==> config.mk <==
export PLATFORM = sky130hd
export DESIGN_NAME = uart_tx_fsm
export DESIGN_NICKNAME = d
export VERILOG_FILES = /design/src/rtl/uart_tx_fsm.sv
export SDC_FILE = /design/constraint.sdc
export NUM_CORES = 1
export LEC_CHECK = 0
export ABC_CLOCK_PERIOD_IN_PS = 2050
export CORE_MARGIN = 2
export CORE_UTILIZATION = 54
export CTS_BUF_LIST = sky130_fd_sc_hd__clkbuf_4 sky130_fd_sc_hd__clkbuf_8
export CTS_CLUSTER_SIZE = 25
export DETAILED_ROUTE_END_ITERATION = 10
export PLACE_DENSITY = 0.77
export SLEW_MARGIN = 0
export SYNTH_ARGS = -nofsm -noshare
export SYNTH_HDL_FRONTEND = slang
export SYNTH_SLANG_ARGS = --single-unit
==> constraint.sdc <==
create_clock -name clk_in -period 2.05 [get_ports clk_in]
set_clock_uncertainty 0.05 [all_clocks]
set_input_delay 0.41 -clock clk_in [delete_from_list [all_inputs] [get_ports clk_in]]
set_output_delay 0.41 -clock clk_in [all_outputs]
set_load 0.1 [all_outputs]
==> src/rtl/uart_tx_fsm.sv <==
// 8N1 UART transmitter. Bytes come in over valid/ready into a one-entry holding
// register and are shifted out LSB first, with back-to-back frames when one is queued.
module uart_tx_fsm #(
  parameter int CLK_HZ      = 65_000_000,
  parameter int BAUD_RATE   = 9600,
  parameter int CLK_PER_BIT = 6768,
  parameter int PKT_LEN     = 8,
  parameter int STOP_BITS   = 1
) (
  input  logic               clk_in,
  input  logic               rst_in,
  input  logic [PKT_LEN-1:0] data_in,
  input  logic               valid_in,
  output logic               ready_out,
  output logic               sig_out,
  output logic               busy_out
);

  localparam int CNT_W = $clog2(STOP_BITS * CLK_PER_BIT);
  localparam int BIT_W = $clog2(PKT_LEN + 1);

  localparam logic [CNT_W-1:0] BIT_LAST  = CNT_W'(CLK_PER_BIT - 1);
  localparam logic [CNT_W-1:0] STOP_LAST = CNT_W'(STOP_BITS * CLK_PER_BIT - 1);
  localparam logic [BIT_W-1:0] PKT_LAST  = BIT_W'(PKT_LEN - 1);

  generate
    if (CLK_PER_BIT < 2 || (STOP_BITS != 1 && STOP_BITS != 2) ||
        PKT_LEN < 1 || CLK_HZ <= 0 || BAUD_RATE <= 0) begin : g_bad_params
      $error("uart_tx_fsm: illegal parameter combination");
    end
  endgenerate

  typedef enum logic [1:0] {
    S_IDLE  = 2'd0,
    S_START = 2'd1,
    S_DATA  = 2'd2,
    S_STOP  = 2'd3
  } state_e;

  state_e             state_q, state_d;
  logic [CNT_W-1:0]   cnt_q, cnt_d;
  logic [BIT_W-1:0]   bit_q, bit_d;
  logic [PKT_LEN-1:0] shift_q, shift_d;
  logic [PKT_LEN-1:0] hold_q, hold_d;
  logic               hold_full_q, hold_full_d;
  logic               sig_q, sig_d;
  logic               accept_s;
  logic               load_s;

  assign ready_out = ~hold_full_q & ~rst_in;
  assign accept_s  = valid_in & ready_out;
  assign sig_out   = sig_q;
  assign busy_out  = (state_q != S_IDLE);

  always_ff @(posedge clk_in or posedge rst_in) begin
    if (rst_in) begin
      state_q     <= S_IDLE;
      cnt_q       <= '0;
      bit_q       <= '0;
      shift_q     <= '0;
      hold_q      <= '0;
      hold_full_q <= 1'b0;
      sig_q       <= 1'b1;
    end else begin
      state_q     <= state_d;
      cnt_q       <= cnt_d;
      bit_q       <= bit_d;
      shift_q     <= shift_d;
      hold_q      <= hold_d;
      hold_full_q <= hold_full_d;
      sig_q       <= sig_d;
    end
  end

  always_comb begin
    state_d     = state_q;
    cnt_d       = cnt_q;
    bit_d       = bit_q;
    shift_d     = shift_q;
    hold_d      = hold_q;
    hold_full_d = hold_full_q;
    load_s      = 1'b0;

    case (state_q)
      S_IDLE: begin
        load_s = hold_full_q;
      end
      S_START: begin
        if (cnt_q == BIT_LAST) begin
          state_d = S_DATA;
          cnt_d   = '0;
          bit_d   = '0;
        end else begin
          cnt_d = cnt_q + CNT_W'(1);
        end
      end
      S_DATA: begin
        if (cnt_q == BIT_LAST) begin
          cnt_d   = '0;
          shift_d = shift_q >> 1;
          if (bit_q == PKT_LAST) begin
            state_d = S_STOP;
          end else begin
            bit_d = bit_q + BIT_W'(1);
          end
        end else begin
          cnt_d = cnt_q + CNT_W'(1);
        end
      end
      S_STOP: begin
        if (cnt_q == STOP_LAST) begin
          cnt_d   = '0;
          state_d = S_IDLE;
          load_s  = hold_full_q;
        end else begin
          cnt_d = cnt_q + CNT_W'(1);
        end
      end
      default: begin
        state_d = S_IDLE;
        cnt_d   = '0;
        bit_d   = '0;
      end
    endcase

    // Transfer from the holding register; an accept can never coincide since ready needs it empty.
    if (load_s) begin
      shift_d     = hold_q;
      hold_full_d = 1'b0;
      cnt_d       = '0;
      bit_d       = '0;
      state_d     = S_START;
    end else if (accept_s) begin
      hold_d      = data_in;
      hold_full_d = 1'b1;
    end else begin
      hold_d      = hold_q;
    end

    case (state_q)
      S_START: sig_d = 1'b0;
      S_DATA:  sig_d = shift_q[0];
      default: sig_d = 1'b1;
    endcase
  end

endmodule

Word-level counts from Yosys, hierarchy flattened. Cells that the tools add are included. W data, S select, Z words.

Register bits after elaboration: 37. Input bits: 11. Output and inout port bits: 3. Logic and storage cells: 59.

Add/sub/neg operators: 2. Equal/unequal tests: 10. Mux-type cells: 22. Bitwise gates (word level): 5. Reduce and logical (&&, ||, !) cells: 13.

Operators by type and width (number): $mux W13 (3); $mux W8 (3); $mux W4 (4); $ne A3 B3 Y1 const B (5); $add A13 B1 Y13 const B (1); $eq A13 B13 Y1 const B (1); $mux W2 (5); $reduce_bool A2 Y1 (5); $pmux W4 S2 (1); $pmux W2 S3 (1); $reduce_and A5 Y1 (1); $add A4 B1 Y4 const B (1); $eq A2 B2 Y1 const B (2); $eq A4 B3 Y1 const B (1); $pmux W1 S2 (2); $reduce_and A2 Y1 (2); $reduce_and A4 Y1 (1); $reduce_bool A4 Y1 (1); $mux W1 (3); $not A1 Y1 (3); $reduce_bool A3 Y1 (1); $reduce_or A3 Y1 (1); $and A1 B1 Y1 (2); $eq A2 B1 Y1 const B (1); $logic_not A2 Y1 (1).

Longest topological paths before layout. Gate-level depths: netlist of run 1.

Depth in word-level cells: 5. Mapped depth: 7. Gate-level depth less buffers: 6.

Worst setup path after synthesis of run 1. No wires, ideal clock.

Kind: input-to-reg. From: in rst_in. To: reg hold_q[0]. Setup time: 125 ps. Arrival: 2610 ps. Data required time: 1875 ps. Slack: -735 ps. Stages: 4. Buffers on the path: 1. Cell sequence: nor2_1 > and2_1 > clkbuf_1 > mux2_2.

Cells in the longest elaborated chain, start to end: 4.

RTL lines: from (decl) (line 11) `input logic rst_in,`; $not A1 Y1 (line 50) `assign ready_out = ~hold_full_q & ~rst_in;`; $and A1 B1 Y1 (line 50); $and A1 B1 Y1 (line 51) `assign accept_s = valid_in & ready_out;`; $reduce_and A2 Y1 (no source line); to (signal assigned) (line 69) `hold_q <= hold_d;`; to (decl) (line 44) `logic [PKT_LEN-1:0] hold_q, hold_d;`.

No other way between the ends. A chain may end at the register's enable or synchronous reset.

Worst setup path after layout of run 1.
From: reg state_q[1]. To: reg cnt_q[11].

Cells in the longest elaborated chain, start to end: 3. Elaborated cells on any way between the ends: 8. Classes of those cells: eq/ne (3); mux (2); reduce/logical (3).

RTL lines: from (decl) (line 40) `state_e state_q, state_d;`; from (signal assigned) (line 65) `state_q <= state_d;`; $eq A2 B2 Y1, or another cell as far along (line 84) `case (state_q)`; $pmux W1 S2 / $reduce_or A3 Y1 (equally long branches); $mux W13 / $reduce_bool A2 Y1 (equally long branches); to (signal assigned) (line 66) `cnt_q <= cnt_d;`; to (decl) (line 41) `logic [CNT_W-1:0] cnt_q, cnt_d;`.

Several ways; a longest one is shown, not always the timed one.

==> summary.md, run 1 <==
| Metric | Value |
|---|---|
| Hold path start | `shift_q[0]` |
| Setup ws final | `0.101 ns` |
| Hold Path Depth | `2` |
| Row count | `21` |
| F_max | `0.513 GHz` |
| Clock Pin Slew Worst Setup and Hold Paths | `0.12 ns` |
| Leakage | `0.997 nW` |
| Core Footprint | `3360 um2` |
| Syn_nets | `195` |
| #FFs+latches synth | `37` |
| FILL cells | `279` |
| Tightest Pin Transition | `0.457 ns` |
| WHS | `0.443 ns` |
| Top FF cell, synth | `dfrtp_1` |
| Initial DRC count | `130` |
| Netlist cell types | `41` |
| Global-route usage over all layers | `20.2%` |
| # diodes | `0` |
| Total negative slack | `0 ns` |
| Final setup vio count | `0` |
| Period utilization | `95.1%` |
| Die X-Extent | `63.6 um` |
| Arrival @ worst endpoint | `2.17 ns` |
| Clk sink count | `37` |
| Reg-to-Reg Start | `state_q[1]` |
| Pwr/cell area | `1000 nW/um2` |
| Synth-to-layout area growth | `20.5%` |
| RSZ-0062 raised after global routing | `false` |
| Post-DRT Antenna Nets | `0` |
| Post-layout min period | `1.95 ns` |
| IO buf count | `13` |
| Vias | `1459` |
| Largest net degree at the start of global routing | `38` |
| Antenna violations before repair | `0` |
| Initial Util | `57.1%` |
| Critical path launch point | `state_q[1]` |
| Max Root-Sink Buffers | `2` |
| Hold Vio Cnt, Final | `0` |
| 1st-pass router iterations | `4` |
| Die area | `4050 um2` |
| CTS tree | `built` |
| CP Max Fanout | `3` |
| Cts hold-fix bufs | `0` |
| Final wirelength | `3.67 mm` |
| Status | `complete, no violations` |
| Number of I/O pins | `14` |
| Residual DRC count | `0` |
| Setup WS pre-CTS | `0.0528 ns` |
| Number of synthesized flops with an enable pin | `0` |
| CTS Buf Count | `5` |
| Routability Congestion | `0.850` |
| Async set-or-reset flop fraction in the synthesized netlist | `100%` |
| Crit Path Class | `flop to flop` |
| Max Slew Vio Count | `0` |
| Seq/Total Area, Yosys | `48.3%` |
| Peak supply drop | `0.000646 V` |
| Max Cap Viol | `0` |
| Wire per inst | `14.6 um` |
| Overflow after GRT | `0` |
| Share of layout cells above drive strength 1 | `30.2%` |
| CP required | `2.27 ns` |
| Crit end category | `flop` |
| Slew Limit Headroom | `69.5%` |
| Worst hold path type | `flop to flop` |
| Mapped Area | `1920 um2` |
| Latest clock arrival within the worst-skew pair | `0.34 ns` |
| Root Buffer | `clkbuf_4` |
| Die height | `63.6 um` |
| Post-synthesis instance total | `178` |
| H-tree lvl count | `2` |
| DPL Wire Length | `2.72 mm` |
| Final net count | `221` |
| Global-route wire length before repair | `6.47 mm` |
| CP startpoint kind | `flop` |
| Mean Syn Cell Area | `10.8 um2` |
| Reg2reg path depth | `6` |
| Yosys Warn Count | `0` |
| DP Cell Count | `242` |
| Final cell count without fillers | `251` |
| Vias per cell | `5.81` |
| Vias in the first global route | `1466` |
[final timing paths]
path | endpoint | slack, ns
setup / recovery | cnt_q[11] | 0.10
hold / removal | sig_out | 0.44
setup reg to reg | cnt_q[11] | 0.10
min in group asynchronous | shift_q[7] | 0.46
max in group asynchronous | sig_out | 1.25
hold reg to reg | sig_out | 0.44
[per-layer routing]
metal	wire length, um	track usage (%)	share of wire [%]
met4	24	5.71	0.65
met1	1600	24.9	44
met3	158	5.00	4.3
met2	1880	35.0	51
met5	0	0	0
[cell type report]
class / instances / area, um2 / area share (%)
inverter: 8 / 33.8 / 1.46
clock inverter: 2 / 13.8 / 0.595
sequential: 37 / 927 / 40.1
multi-input combinational: 126 / 960 / 41.5
clock buffer: 6 / 51.3 / 2.22
tap: 46 / 57.6 / 2.49
timing repair buffer: 26 / 270 / 11.7
[layout by cell type (no fill, tap or decap), types with 2 or more instances in the layout]
cell             synthesis  final
a21oi_1                 14     14
o211ai_1                 2      2
buf_4                    0     12
clkbuf_4                 0      5
nor3_1                   2      2
dfrtp_1                 36     36
ha_1                     6      5
o21ai_0                 14     14
inv_1                    8      5
xnor2_1                  2      2
o31ai_1                  3      3
nand3_1                  5      5
and2_1                   2      2
nand3b_1                 2      2
or4_1                    3      3
nor2_1                   9      8
buf_12                   0      4
mux2i_1                  2      2
or3_1                    4      4
nand4_1                  3      3
mux2_2                  21     21
and4bb_2                 2      2
inv_2                    0      2
clkdlybuf4s50_1          0     10
nand4b_1                 2      2
nand2_1                 11     11
[cells in the mapped netlist (3+ instances only)]
library cell,count,area share (%)
clkbuf_1,4,0.78
dfrtp_1,36,47
nor2_1,9,1.8
o21ai_0,14,3.6
a21oi_1,14,3.6
ha_1,6,3.9
or3_1,4,1.3
or4_1,3,1.2
nand4_1,3,0.98
nand2_1,11,2.1
inv_1,8,1.6
o31ai_1,3,1.2
nand3_1,5,1.3
mux2_2,21,12
[critical path: stages, from the launching register on]
cell and delay, ns:
dfrtp_1 0.43, inv_2 0.10, ha_4 0.21, nand2b_1 0.15
a211o_1 0.32, or4_1 0.47, a21oi_1 0.15
[logic make-up (layout without fill, tap and decap cells)]
logic type	Yosys count	after routing	share of synthesized area, %
xor gates and xnor gates	3	3	1.37
adders and majority gates	6	6	3.91
and+or+nand+nor	54	54	17.4
DFF	37	37	48.3
buffers and inverters	15	42	3.45
AOI/OAI and AO/OA	40	40	12.2
muxes	23	23	13.4
[flip-flops by register name, indices dropped and copies added (netlist names)]
register / cells
cnt_q: 13
sig_out: 1
shift_q: 8
hold_q: 8
bit_q: 4
state_q: 2
hold_full_q: 1
[where the power goes]
part,internal [mW],leakage (nW),switching (mW)
Clock,0.167,0.0382,0.244
Sequential,0.961,0.467,0.151
Combinational,0.410,0.492,0.385
Total,1.54,0.997,0.780
[metrics by stage]
stage          total power [mW]  area (um2)  utilization [%]
3_5_place_dp               1.91        2220             65.9
4_1_cts                    2.34        2290             68.2
6_report                   2.32        2310             68.8
5_1_grt                    2.47        2310             68.8
2_1_floorplan              1.65        1930                -
3_3_place_gp               1.86        2220             65.9
[what timing repair did]
| action | 4_1_cts | 5_1_grt |
|---|---|---|
| buffers inserted | 0 | 1 |
| pin swaps | 0 | 0 |
| gates resized for setup | 2 | 5 |
| hold endpoints to repair | 0 | 0 |
| setup endpoints to repair | 1 | 15 |
Note: power is estimated with default switching activity, not from simulation.
==> inputs of run 2 (changes only) <==
- GPL_ROUTABILITY_DRIVEN: not set -> 0
==> results of run 2 <==
Same layout as run 1: the final DEF is identical, and so are final timing and power.
==> inputs of run 3 (changes only) <==
- REMOVE_ABC_BUFFERS: not set -> 1
==> run 3 against run 2 <==
Net effect:
- design area is 0.87% lower
- wire length fell by 0.41%
- clock power is 4% higher
- sequential share of layout area rose by 0.35 points
- largest power group unchanged
- highest routed layer unchanged
==> summary.md, run 3 (synthesis gave the netlist of run 1 again) <==
| Metric | Value |
|---|---|
| Critical path's slowest cell | `dfrtp_1` |
| Number of flip-flops in the largest register | `13 (unchanged)` |
| RSZ-0062 raised after global routing | `false` |
| H-tree lvl count | `2 (unchanged)` |
| Total negative slack | `0 ns (unchanged)` |
| # diodes | `0 (unchanged)` |
| Antenna violations before repair | `0 (unchanged)` |
| Worst hold path type | `primary input to asynchronous set/reset pin` |
| Die X-Extent | `63.6 um (unchanged)` |
| Power share of the clock group | `18.5% (+0.8 points)` |
| Clock Pin Slew Worst Setup and Hold Paths | `0.12 ns (about the same)` |
| Overflow after GRT | `0 (unchanged)` |
| Max Root-Sink Buffers | `2 (unchanged)` |
| Tightest Pin Transition | `0.466 ns (+0.00875 ns)` |
| Wire per inst | `14.6 um (-0.41%)` |
| Synth-to-layout area growth | `19.4%` |
| Global-route wire length before repair | `6.56 mm (+1.5%)` |
| Final wirelength | `3.66 mm (-0.41%)` |
| CP required | `2.24 ns (-0.03 ns)` |
| Largest net degree at the start of global routing | `16 (-58%)` |
| CTS tree | `built` |
| Worst path most repeated cell | `mux2_2` |
| Crit end category | `flop` |
| Commonest cells after routing, fill and taps aside | `36 x dfrtp_1, 21 x mux2_2, 14 x o21ai_0, 14 x a21oi_1, 12 x buf_4` |
| Arrival @ worst endpoint | `2.17 ns (about the same)` |
| Vias | `1468 (+0.62%)` |
| Cts hold-fix bufs | `0 (unchanged)` |
| Global-route usage over all layers | `20.7% (+0.53 points)` |
| Placed cell area | `2200 um2 (-0.51%)` |
| Core Footprint | `3360 um2 (unchanged)` |
| Post-layout min period | `1.98 ns (+0.0292 ns)` |
| Sequential share of power | `47.8% (-0.2 points)` |
| Int Power | `1.54 mW (+0.37%)` |
| Initial DRC count | `99 (-24%)` |
| Largest regs | `cnt_q: 13 flops, hold_q: 8 flops, shift_q: 8 flops` |
| CP peak stage delay | `0.42 ns (-0.05 ns)` |
| Share of layout cells above drive strength 1 | `28.8% (-1.5 points)` |
| Post-DRT Antenna Nets | `0 (unchanged)` |
| Crit Path Class | `flop to flop` |
| Vias per cell | `5.85 (+0.62%)` |
| Period utilization | `96.5% (+1.4 points)` |
| Pwr/cell area | `1010 nW/um2 (+1.2%)` |
| Most common cell after layout, fill and taps aside | `dfrtp_1` |
| Peak supply drop | `0.000667 V (+3.4%)` |
| Row count | `21 (unchanged)` |
| Leakage | `0.991 nW (-0.59%)` |
| FF-to-FF setup slack | `0.07 ns (-0.03 ns)` |
| Initial Util | `57.1% (unchanged)` |
| Comb pwr share | `33.7% (-0.6 points)` |
| CP Max Fanout | `8 (+5)` |
| Status | `complete, no violations` |
| DPL Wire Length | `2.68 mm (-1.7%)` |
| Latest clock arrival within the worst-skew pair | `0.35 ns (about the same)` |
| Hold Vio Cnt, Final | `0 (unchanged)` |
| WHS | `0.314 ns (-0.129 ns)` |
| Critical path buffers and inverters | `1 (unchanged)` |
| Die height | `63.6 um (unchanged)` |
| Max Slew Vio Count | `0 (unchanged)` |
| CTS Buf Count | `5 (unchanged)` |
| Die area | `4050 um2 (unchanged)` |
| CP startpoint kind | `flop` |
| Register with the most flip-flops | `cnt_q` |
| 1st-pass router iterations | `4 (unchanged)` |
| Vias in the first global route | `1472 (+0.41%)` |
| F_max | `0.505 GHz (-1.5%)` |
| Finished Cell Area | `2290 um2 (-0.87%)` |
| Slew Limit Headroom | `68.9% (-0.58 points)` |
| Number of I/O pins | `14 (unchanged)` |
| Max Cap Viol | `0 (unchanged)` |
| Final setup vio count | `0 (unchanged)` |
| Residual DRC count | `0 (unchanged)` |
| Sw frac | `33.6% (about the same)` |
| Clk sink count | `37 (unchanged)` |
| Switching pwr | `0.782 mW (+0.22%)` |
| Final net count | `221 (unchanged)` |
| Root Buffer | `clkbuf_4` |
| Crit path cell chain | `inv_2, ha_1, and4bb_2, nand4_2, mux2_2, mux2_2` |
| Crit-path leading delay family | `multiplexers` |
| IO buf count | `13 (unchanged)` |
## run 3: changes by cell type in the layout (fill, tap and decap cells not counted)
| cell | change |
|---|---|
| clkinv_2 | -1 |
| clkbuf_4 | +1 |
| nor2_4 | -1 |
| clkinv_4 | -1 |
| o21a_2 | -1 |
| inv_1 | +1 |
| nor2_1 | +1 |
| nand4_2 | +1 |
| o21a_1 | +1 |
| nand4_4 | -1 |
## run 3: worst paths after layout
check / cells after the start / end / from
worst max-delay path: 6 / shift_q[6] / state_q[0]
worst min-delay path: 2 / bit_q[0] / rst_in
worst max register to register: 6 / shift_q[6] / state_q[0]
worst min register to register: 2 / sig_out / shift_q[0]
max in group asynchronous: 3 / cnt_q[5] / rst_in
min in group clk_in: 2 / sig_out / shift_q[0]
## run 3: worst register-to-register path, cell delays in order (launching register included)
cell      delay, ns
dfrtp_1        0.42
inv_2          0.10
ha_1           0.19
and4bb_2       0.24
nand4_2        0.26
mux2_2         0.35
mux2_2         0.26
## run 3: per-stage QoR
| step | std cells | setup WS, ns | total power [mW] | utilization [%] |
|---|---|---|---|---|
| after floorplan | 171 | -0.628 | 1.63 | - |
| after global placement | 242 | 0.134 | 1.84 | 65.6 |
| after detailed placement | 242 | 0.0313 | 1.90 | 65.6 |
| after CTS | 251 | 0.0155 | 2.33 | 67.8 |
| after global routing | 251 | 0.00552 | 2.48 | 68.2 |
| final | 251 | 0.0713 | 2.32 | 68.2 |
## run 3: area by class of cell
cell class                 instances  area, um2
fill                             271       1070
multi-input combinational        126        942
sequential                        37        927
timing repair buffer              26        270
clock buffer                       7       58.8
tap                               46       57.6
inverter                           8       30.0
clock inverter                     1       7.51
## run 3: what timing repair did
item                                    in CTS  in global routing
resized for setup                            1                  4
pin swaps                                    1                  0
endpoints found under the setup margin       1                  7
buffers inserted                             1                  0
## run 3: routing by layer
layer	share of wire, %	track usage, %	up-vias
li1	-	-	700
met1	41	25.1	725
met2	52	34.9	34
met3	4.2	6.07	9
met4	2.1	7.88	0
met5	0	0	-
## run 3: power by group through the flow
stage	clock network [mW]	registers (mW)	logic (mW)
2_1_floorplan	0	1.12	0.513
3_3_place_gp	0	1.11	0.734
3_5_place_dp	0	1.13	0.772
4_1_cts	0.443	1.11	0.778
5_1_grt	0.472	1.14	0.861
6_report	0.429	1.11	0.784
